===== src/rtl/decode_pkg.sv =====
// Shared opcodes and instruction field-offset helpers for the decode/issue stage.
package decode_pkg;

   localparam int unsigned OP_ALU = 1;
   localparam int unsigned OP_LW  = 2;
   localparam int unsigned OP_SW  = 3;
   localparam int unsigned OP_BR  = 4;

   // MSB index of register field idx (0 = F0), counting down from just below the opcode.
   function automatic int unsigned field_msb(input int unsigned instr_w,
                                             input int unsigned op_w,
                                             input int unsigned reg_w,
                                             input int unsigned idx);
      return instr_w - op_w - 1 - idx * reg_w;
   endfunction

endpackage


===== src/rtl/decode_issue_stage_if.sv =====
// Fetch-side, issue-side and writeback signals of the decode/issue stage.
interface decode_issue_stage_if #(
   parameter int unsigned INSTR_W = 32,
   parameter int unsigned OP_W    = 4,
   parameter int unsigned REG_W   = 4
);
   logic               in_valid;
   logic               in_ready;
   logic [INSTR_W-1:0] in_instr;
   logic               flush;
   logic               out_valid;
   logic               out_ready;
   logic [OP_W-1:0]    out_op;
   logic [REG_W-1:0]   out_rs1;
   logic [REG_W-1:0]   out_rs2;
   logic [REG_W-1:0]   out_rd;
   logic [INSTR_W-1:0] out_instr;
   logic               out_hazard;
   logic               wb_valid;
   logic [REG_W-1:0]   wb_reg;

   // Environment side: feeds instructions, accepts issues, reports writebacks.
   modport master (
      output in_valid, in_instr, flush, out_ready, wb_valid, wb_reg,
      input  in_ready, out_valid, out_op, out_rs1, out_rs2, out_rd, out_instr, out_hazard
   );

   // Stage side.
   modport slave (
      input  in_valid, in_instr, flush, out_ready, wb_valid, wb_reg,
      output in_ready, out_valid, out_op, out_rs1, out_rs2, out_rd, out_instr, out_hazard
   );
endinterface


===== src/rtl/decode_scoreboard.sv =====
// Per-register outstanding-write scoreboard; register 0 is never busy.
module decode_scoreboard #(
   parameter int unsigned REG_W = 4
) (
   input  logic             clk,
   input  logic             rst,
   input  logic             set_en,
   input  logic [REG_W-1:0] set_reg,
   input  logic             clr_en,
   input  logic [REG_W-1:0] clr_reg,
   input  logic [REG_W-1:0] rd_a,
   input  logic [REG_W-1:0] rd_b,
   output logic             busy_hit
);
   localparam int unsigned NUM_REGS = 2 ** REG_W;

   logic [NUM_REGS-1:0] busy_q, busy_d;

   // Next busy vector: clear first so a same-register set overrides it.
   always_comb begin
      busy_d = busy_q;
      if (clr_en) busy_d[clr_reg] = 1'b0;
      if (set_en) busy_d[set_reg] = 1'b1;
      busy_d[0] = 1'b0;
   end

   // Busy vector storage.
   always_ff @(posedge clk or posedge rst) begin
      if (rst) busy_q <= '0;
      else     busy_q <= busy_d;
   end

   assign busy_hit = busy_q[rd_a] | busy_q[rd_b];
endmodule


===== src/rtl/decode_issue_stage.sv =====
// Decode/issue stage: decodes register fields into a one-entry valid/ready slot and
// holds issue while a source register has an outstanding write.
// Optional macro DECODE_STALL_COUNT_EN adds a saturating stall_cycles counter.
module decode_issue_stage
   import decode_pkg::*;
#(
   parameter int unsigned INSTR_W = 32,
   parameter int unsigned OP_W    = 4,
   parameter int unsigned REG_W   = 4
) (
   input  logic                 clk,
   input  logic                 rst,
   decode_issue_stage_if.slave  bus
`ifdef DECODE_STALL_COUNT_EN
   ,
   output logic [31:0]          stall_cycles
`endif
);
   localparam int unsigned F0 = field_msb(INSTR_W, OP_W, REG_W, 0);
   localparam int unsigned F1 = field_msb(INSTR_W, OP_W, REG_W, 1);
   localparam int unsigned F2 = field_msb(INSTR_W, OP_W, REG_W, 2);

   typedef struct packed {
      logic [OP_W-1:0]  op;
      logic [REG_W-1:0] rs1;
      logic [REG_W-1:0] rs2;
      logic [REG_W-1:0] rd;
   } dec_t;

   function automatic dec_t decode(input logic [INSTR_W-1:0] instr);
      dec_t             d;
      logic [REG_W-1:0] f0, f1, f2;
      d    = '0;
      d.op = instr[INSTR_W-1 -: OP_W];
      f0   = instr[F0 -: REG_W];
      f1   = instr[F1 -: REG_W];
      f2   = instr[F2 -: REG_W];
      case (d.op)
         OP_W'(OP_ALU):               begin d.rs1 = f0; d.rs2 = f1; d.rd = f2; end
         OP_W'(OP_LW):                begin d.rs1 = f0; d.rd = f1; end
         OP_W'(OP_SW), OP_W'(OP_BR):  begin d.rs1 = f0; d.rs2 = f1; end
         default: ;
      endcase
      return d;
   endfunction

   logic               held_valid_q;
   dec_t               dec_q;
   logic [INSTR_W-1:0] instr_q;
   dec_t               dec_in;
   logic               busy_hit, hazard, accept, issue;

   assign dec_in         = decode(bus.in_instr);
   assign hazard         = held_valid_q & busy_hit;
   assign bus.out_hazard = hazard;
   assign bus.out_valid  = held_valid_q & ~hazard;
   assign issue          = bus.out_valid & bus.out_ready;
   assign bus.in_ready   = ~held_valid_q | issue;
   assign accept         = bus.in_valid & bus.in_ready;

   assign bus.out_op    = dec_q.op;
   assign bus.out_rs1   = dec_q.rs1;
   assign bus.out_rs2   = dec_q.rs2;
   assign bus.out_rd    = dec_q.rd;
   assign bus.out_instr = instr_q;

   // Slot: flush drops both the held entry and any same-cycle accept; fields load only on accept.
   always_ff @(posedge clk or posedge rst) begin
      if (rst) begin
         held_valid_q <= 1'b0;
         dec_q        <= '0;
         instr_q      <= '0;
      end else if (bus.flush) begin
         held_valid_q <= 1'b0;
      end else if (accept) begin
         held_valid_q <= 1'b1;
         dec_q        <= dec_in;
         instr_q      <= bus.in_instr;
      end else if (issue) begin
         held_valid_q <= 1'b0;
      end
   end

   // An issue in a flush cycle still marks its destination busy.
   decode_scoreboard #(
      .REG_W (REG_W)
   ) u_scoreboard (
      .clk      (clk),
      .rst      (rst),
      .set_en   (issue & (dec_q.rd != '0)),
      .set_reg  (dec_q.rd),
      .clr_en   (bus.wb_valid),
      .clr_reg  (bus.wb_reg),
      .rd_a     (dec_q.rs1),
      .rd_b     (dec_q.rs2),
      .busy_hit (busy_hit)
   );

`ifdef DECODE_STALL_COUNT_EN
   logic [31:0] stall_q;

   // Saturating count of cycles spent blocked by the scoreboard.
   always_ff @(posedge clk or posedge rst) begin
      if (rst)                         stall_q <= '0;
      else if (hazard && stall_q != '1) stall_q <= stall_q + 32'd1;
   end

   assign stall_cycles = stall_q;
`endif
endmodule


===== src/flat_wrapper.sv =====
// flat-port wrapper written by rule: the top's interface ports become plain ports
module decode_issue_stage_flat import decode_pkg::*;
#(
   parameter int unsigned INSTR_W = 32,
   parameter int unsigned OP_W    = 4,
   parameter int unsigned REG_W   = 4
)
  (clk, rst, bus_in_valid, bus_in_instr, bus_flush, bus_out_ready, bus_wb_valid, bus_wb_reg, bus_in_ready, bus_out_valid, bus_out_op, bus_out_rs1, bus_out_rs2, bus_out_rd, bus_out_instr, bus_out_hazard);
  decode_issue_stage_if #(.INSTR_W(INSTR_W), .OP_W(OP_W), .REG_W(REG_W)) bus_i ();
  input  logic clk;
  input  logic rst;
  input wire logic [$bits(bus_i.in_valid)-1:0] bus_in_valid;
  input wire logic [$bits(bus_i.in_instr)-1:0] bus_in_instr;
  input wire logic [$bits(bus_i.flush)-1:0] bus_flush;
  input wire logic [$bits(bus_i.out_ready)-1:0] bus_out_ready;
  input wire logic [$bits(bus_i.wb_valid)-1:0] bus_wb_valid;
  input wire logic [$bits(bus_i.wb_reg)-1:0] bus_wb_reg;
  output wire logic [$bits(bus_i.in_ready)-1:0] bus_in_ready;
  output wire logic [$bits(bus_i.out_valid)-1:0] bus_out_valid;
  output wire logic [$bits(bus_i.out_op)-1:0] bus_out_op;
  output wire logic [$bits(bus_i.out_rs1)-1:0] bus_out_rs1;
  output wire logic [$bits(bus_i.out_rs2)-1:0] bus_out_rs2;
  output wire logic [$bits(bus_i.out_rd)-1:0] bus_out_rd;
  output wire logic [$bits(bus_i.out_instr)-1:0] bus_out_instr;
  output wire logic [$bits(bus_i.out_hazard)-1:0] bus_out_hazard;
  assign bus_i.in_valid = bus_in_valid;
  assign bus_i.in_instr = bus_in_instr;
  assign bus_i.flush = bus_flush;
  assign bus_i.out_ready = bus_out_ready;
  assign bus_i.wb_valid = bus_wb_valid;
  assign bus_i.wb_reg = bus_wb_reg;
  assign bus_in_ready = bus_i.in_ready;
  assign bus_out_valid = bus_i.out_valid;
  assign bus_out_op = bus_i.out_op;
  assign bus_out_rs1 = bus_i.out_rs1;
  assign bus_out_rs2 = bus_i.out_rs2;
  assign bus_out_rd = bus_i.out_rd;
  assign bus_out_instr = bus_i.out_instr;
  assign bus_out_hazard = bus_i.out_hazard;
  decode_issue_stage #(.INSTR_W(INSTR_W), .OP_W(OP_W), .REG_W(REG_W)) u_core (.clk(clk), .rst(rst), .bus(bus_i));
endmodule

===== config.mk =====
export PLATFORM = sky130hd
export DESIGN_NAME = decode_issue_stage_flat
export DESIGN_NICKNAME = d
export VERILOG_FILES = /design/src/rtl/decode_pkg.sv /design/src/rtl/decode_issue_stage_if.sv /design/src/rtl/decode_scoreboard.sv /design/src/rtl/decode_issue_stage.sv /design/src/flat_wrapper.sv
export SDC_FILE = /design/constraint.sdc
export NUM_CORES = 1
export LEC_CHECK = 0
export CAP_MARGIN = 5
export CORE_ASPECT_RATIO = 1.4
export CORE_UTILIZATION = 46
export DETAILED_ROUTE_END_ITERATION = 8
export GPL_ROUTABILITY_DRIVEN = 0
export PLACE_DENSITY = 0.71
export SYNTH_ARGS = -nofsm -noshare
export SYNTH_HDL_FRONTEND = slang
export SYNTH_SLANG_ARGS = --single-unit

===== constraint.sdc =====
create_clock -name clk -period 7.4 [get_ports clk]
set_input_delay 1.48 -clock clk [delete_from_list [all_inputs] [get_ports clk]]
set_output_delay 1.48 -clock clk [all_outputs]
set_load 0.02 [all_outputs]

==> flow_summary.json, run 1 <==
{
  "status": "complete, no violations",
  "yosysWarnings": 0,
  "whs_path_depth": 2,
  "path_class": "in -> out",
  "path_max_fanout": 46,
  "vias": 4275,
  "fp.dieH_um": 113,
  "period_needed_ps": 5500,
  "ant_nets": 0,
  "final_area_um2": 5290,
  "grt_antenna_before_repair": 0,
  "ys_ff_latch": 60,
  "power_switching_uw": 526,
  "seq_area_frac_synth": 0.368,
  "powerDensity_nw_per_um2": 278,
  "drv_cap": 0,
  "cp.arrival_ps": 4020,
  "syn_area_per_cell_um2": 8.56,
  "grt_pass1_wl_um": 20200,
  "p_comb_frac": 0.361,
  "clk_pin_slew_worst_paths_ps": 50,
  "ctsLongestPathBuffers": 2,
  "antenna-diode-count": 0,
  "ys.flop_type": "dfrtp_1",
  "cp_cell_sequence": "clkdlybuf4s50_1 > buf_4 > inv_1 > o41a_1 > inv_1 > clkdlybuf4s50_1",
  "async_reset_ff_frac": 1.00,
  "min_path_type": "reg -> reg",
  "skew_ps": 9.05,
  "dp.final_hpwl_um": 8190,
  "grt_max_degree": 70,
  "synth.most_common_cell": "nand2_1",
  "setup_violations": 0,
  "power.leakage_nw": 1.99,
  "io_buffers": 92,
  "cts_tree": "built",
  "grt_use_total": 0.288,
  "dieArea_um2": 9260,
  "power_frac_seq": 0.331,
  "r2r-end": "u_core.bus.out_rd[0]",
  "nNetsFinal": 576,
  "slowest_stage": "o41a_1",
  "hold_buffers": 0,
  "start_util": 0.474,
  "wire_per_inst_um": 19.7,
  "firstDrtPassIters": 4,
  "core_um2": 8610,
  "syn2layout_area_growth_pct": 29.5,
  "synth_common_cells": "nand2_1, dfrtp_1, o21ai_0",
  "viasPerCell": 6.64,
  "placed_cell_area_um2": 4970,
  "fillCellCount": 773,
  "max_slew_margin": 0.159,
  "ir_worst_vdd_uv": 209,
  "tightest_slew_ps": 1260,
  "cts.sinks": 60,
  "yosysTopAreaCellShare": 0.368,
  "grt_setup_unrepaired": "false",
  "reg2reg_depth": 6,
  "maxSlewViolCount": 0,
  "ys_types": 47,
  "fp.dieW_um": 81.6,
  "grt_pass1_vias": 3928,
  "cts_inserted_buffers": 9,
  "ctsResizeCount": 0,
  "cts_max_level": 3,
  "grt-ovfl-total": 0,
  "worstReg2RegStart": "u_core.held_valid_q",
  "power.internal_uw": 944,
  "synthTopCellsByArea": "dfrtp_1, nand2_1, o311ai_0",
  "critPathLaunchType": "input port",
  "cp_num_buf_inv": 5,
  "insertion_delay_ps": 330,
  "synth_top_area_cell": "dfrtp_1",
  "syn_nets": 519,
  "post_cts_buffers": 0,
  "period_share": 0.743,
  "synth-edff-count": 0,
  "cp-end-kind": "primary output",
  "io-pin-count": 93,
  "swShare": 0.358,
  "setup_tns_ps": 0,
  "cp_top_family": "buffers and inverters",
  "cts_root_buf": "clkbuf_16",
  "drive_gt1_frac": 0.0724,
  "drc": 0,
  "hold_viol": 0,
  "max_clock_freq_mhz": 182,
  "cp.required_ps": 5920,
  "synth_cells": 477,
  "hold_end": "u_core.u_scoreboard.busy_q[12]",
  "drt_iter0_markers": 363,
  "hold_start": "u_core.u_scoreboard.busy_q[12]",
  "reg2reg_slack_ps": 4310,
  "routed_wl_um": 12700,
  "syn-cell-area_um2": 4080,
  "power.share.clock": 0.308,
  "rows": 40,
  "cpPeakStageDelay_ps": 630
}
[registers in the layout, summed over array words and instances (netlist names)]
signal	count
u_core.bus.out_rs1	4
u_core.bus.out_rd	4
u_core.bus.out_op	3
u_core.u_scoreboard.busy_q	15
u_core.bus.out_rs2	4
u_core.bus.out_instr	29
u_core.held_valid_q	1
[layout by cell type (no fill, tap or decap), types with 3 or more instances in the layout]
master and count:
clkdlybuf4s50_1 92, nand2_1 77, dfrtp_1 59, o21ai_0 40, nand3_1 31, o311ai_0 24
a21oi_1 23, o211ai_1 22, nor4_1 13, inv_1 12, and3_1 12, o31ai_1 12
o311ai_1 10, clkbuf_16 9, a311o_1 8, nor2_1 8, o311a_1 8, o32ai_1 8
mux2i_1 6, buf_4 6, nor2b_1 4, a22oi_1 4, o41a_1 4, nand2b_1 4
mux2_2 3, mux4_2 3, a211oi_1 3, o41ai_1 3
[worst max path at each step]
| stage | start | end | slack, ps | cells after the start |
|---|---|---|---|---|
| after CTS | bus_out_ready | bus_in_ready | 1930 | 6 |
| after detailed placement | bus_out_ready | bus_in_ready | 1940 | 6 |
| after global routing | bus_out_ready | bus_in_ready | 1790 | 6 |
| after global placement | bus_out_ready | bus_in_ready | 1940 | 6 |
| after floorplan | bus_out_ready | bus_in_ready | 3410 | 5 |
| final | bus_out_ready | bus_in_ready | 1900 | 6 |
[kinds of logic after synthesis]
logic type	synth area share
multiplexers	0.0595
XOR/XNOR	0.00215
AND/OR/NAND/NOR	0.192
buffers and inverters	0.0711
flip-flops	0.368
AO/OA/AOI/OAI	0.308
[layer usage]
metal / up-vias / track usage / part of all wire
li1: 1968 / - / -
met1: 2110 / 0.380 / 0.41
met2: 166 / 0.444 / 0.50
met3: 31 / 0.0456 / 0.056
met4: 0 / 0.159 / 0.038
met5: - / 0 / 0
[power by group through the flow]
stage                     Sequential, mW  Clock, mW  Combinational, mW
final                              0.487      0.452              0.531
after global routing               0.496      0.471              0.572
after CTS                          0.485      0.455              0.532
after detailed placement           0.488          0              0.529
after global placement             0.485          0              0.522
after floorplan                    0.536          0              0.258
[tightest hold or removal path: stages, from the launching register on]
cell     delay, ps
dfrtp_1        350
o21ai_0         80
o31ai_1         60
[stage by stage]
step                      cells  setup WS, ps  utilization  hold slack (ps)  power, mW
final                       644          1900        0.614              532       1.47
after global routing        644          1790        0.614              556       1.54
after CTS                   644          1930        0.614              531       1.47
after detailed placement    628          1940        0.577              521       1.02
after global placement      628          1940        0.577              513       1.01
after floorplan             477          3410            -              478      0.793
[layout make-up]
class	instances	area [um^2]	share of cell area
well taps	105	131	0.0249
multi-input cells	352	2320	0.439
flip-flops and latches	60	1500	0.284
clock inverters	4	72.6	0.0137
repair buffers	98	966	0.183
clock buffers	12	246	0.0466
inverters	13	48.8	0.00923
No activity file was read; power rests on OpenSTA's default activity.
==> inputs of run 2 (changes only) <==
- clock period: 7.4 -> 5.1 ns (I/O delays scaled with it)
==> flow_summary.json, run 2 (synthesized netlist as in run 1, its figures left out) <==
{
  "cp_cell_sequence": "mux2i_1 > mux4_2 > mux2i_4 > o41a_1 > inv_1 > clkdlybuf4s50_1",
  "path_max_fanout": 35,
  "power.internal_mw": 1.32,
  "hold_buffers": 0,
  "cp.arrival_ps": 3540,
  "critPathLaunchType": "flip-flop",
  "period_needed_ps": 4560,
  "firstDrtPassIters": 7,
  "grt_antenna_before_repair": 0,
  "core_um2": 8610,
  "drt_iter0_markers": 414,
  "insertion_delay_ps": 340,
  "power_frac_seq": 0.343,
  "finalPower_mw": 2.08,
  "drc": 0,
  "layout_commonest_cell": "clkdlybuf4s50_1",
  "cp-end-kind": "primary output",
  "grt_use_total": 0.299,
  "slowest_stage": "mux2i_4",
  "grt_max_degree": 70,
  "max_clock_freq_mhz": 219,
  "powerDensity_nw_per_um2": 394,
  "maxSlewViolCount": 0,
  "power.leakage_nw": 1.99,
  "cts_inserted_buffers": 9,
  "tightest_slew_ps": 1250,
  "wire_per_inst_um": 20.2,
  "status": "complete, no violations",
  "cts_tree": "built",
  "drive_gt1_frac": 0.0759,
  "fp.dieW_um": 81.6,
  "skew_ps": 10.0,
  "grt_pass1_vias": 4190,
  "dp.cells": 630,
  "clk_pin_slew_worst_paths_ps": 50,
  "ctsResizeCount": 0,
  "whs_path_depth": 2,
  "hold_end": "u_core.u_scoreboard.busy_q[15]",
  "path_class": "reg -> out",
  "cts_root_buf": "clkbuf_16",
  "rows": 40,
  "dp.final_hpwl_um": 8720,
  "post_cts_buffers": 0,
  "instances_no_fill": 645,
  "grt_setup_unrepaired": "false",
  "cp.required_ps": 4080,
  "setup_tns_ps": 0,
  "cts_max_level": 3,
  "largest_reg_flops": 29,
  "drv_cap": 0,
  "reg2reg_slack_ps": 2190,
  "antenna-diode-count": 0,
  "dieArea_um2": 9260,
  "period_share": 0.895,
  "cpPeakStageDelay_ps": 850,
  "fp.dieH_um": 113,
  "grt_pass1_wl_um": 21100,
  "io-pin-count": 93,
  "grt-ovfl-total": 0,
  "setup_violations": 0,
  "cts.sinks": 60,
  "routed_wl_um": 13000,
  "max_slew_margin": 0.165,
  "reg2reg_depth": 5,
  "ctsLongestPathBuffers": 2,
  "syn2layout_area_growth_pct": 29.2,
  "power.share.clock": 0.289,
  "power_switching_uw": 762,
  "vias": 4307,
  "ir_worst_vdd_uv": 231,
  "layout_common_cells": "clkdlybuf4s50_1, nand2_1, dfrtp_1",
  "viasPerCell": 6.68,
  "nNetsFinal": 578,
  "swShare": 0.366,
  "worstReg2RegStart": "u_core.bus.out_rs1[1]",
  "hold_start": "u_core.u_scoreboard.busy_q[15]",
  "min_path_type": "reg -> reg",
  "start_util": 0.474,
  "p_comb_frac": 0.369,
  "io_buffers": 92,
  "hold_viol": 0,
  "r2r-end": "u_core.bus.out_rs1[1]",
  "ant_nets": 0
}
-- run 2: changes by cell type in the layout (fill, tap and decap cells not counted) --
cell        before  now
clkinvlp_4       1    2
bufinv_16        2    1
buf_4            6    8
clkbuf_1         2    1
-- run 2: worst max path at each step --
stage,startpoint,end,depth (start not counted),slack (ps)
after floorplan,u_core.bus.out_rs1[1],bus_out_valid,8,1840
after global placement,u_core.bus.out_rs1[1],bus_out_hazard,6,1030
after detailed placement,u_core.bus.out_rs1[1],bus_in_ready,6,950
after CTS,u_core.bus.out_rs1[1],bus_in_ready,6,590
after global routing,u_core.bus.out_rs1[1],bus_out_hazard,6,400
final,u_core.bus.out_rs1[1],bus_in_ready,6,540
-- run 2: worst max-delay path: cells and delay by family (launching register included) --
family | cells | cell delay, ps
flops | 1 | 590
compound gates | 1 | 460
buf+inv | 2 | 620
mux | 3 | 1540
-- run 2: cell type report --
class	instances	area, um^2
Clock buffer	11	243
Clock inverter	4	50.0
Fill cell	786	3330
Inverter	13	48.8
Multi-Input combinational cell	352	2320
Sequential cell	60	1500
Tap cell	105	131
Timing Repair Buffer	100	981
-- run 2: per-stage QoR --
step / utilization / hold slack, ps / instance area, um^2 / setup slack, ps
6_report: 0.613 / 540 / 5280 / 537
3_5_place_dp: 0.579 / 527 / 4980 / 945
4_1_cts: 0.613 / 537 / 5280 / 588
5_1_grt: 0.613 / 566 / 5280 / 399
2_1_floorplan: - / 478 / 4080 / 1840
3_3_place_gp: 0.579 / 516 / 4980 / 1030
-- run 2: power by group through the flow --
stage | clock (mW) | sequential [mW] | combinational (mW)
final | 0.600 | 0.713 | 0.768
after global routing | 0.626 | 0.729 | 0.831
after CTS | 0.606 | 0.709 | 0.769
after detailed placement | 0 | 0.714 | 0.766
after global placement | 0 | 0.709 | 0.754
after floorplan | 0 | 0.777 | 0.374
-- run 2: layer usage --
metal	vias up	global-route usage	routed length (um)
li1	1969	-	-
met1	2097	0.382	5290
met2	217	0.489	6600
met3	24	0.0600	810
met4	0	0.116	315
met5	-	0	0
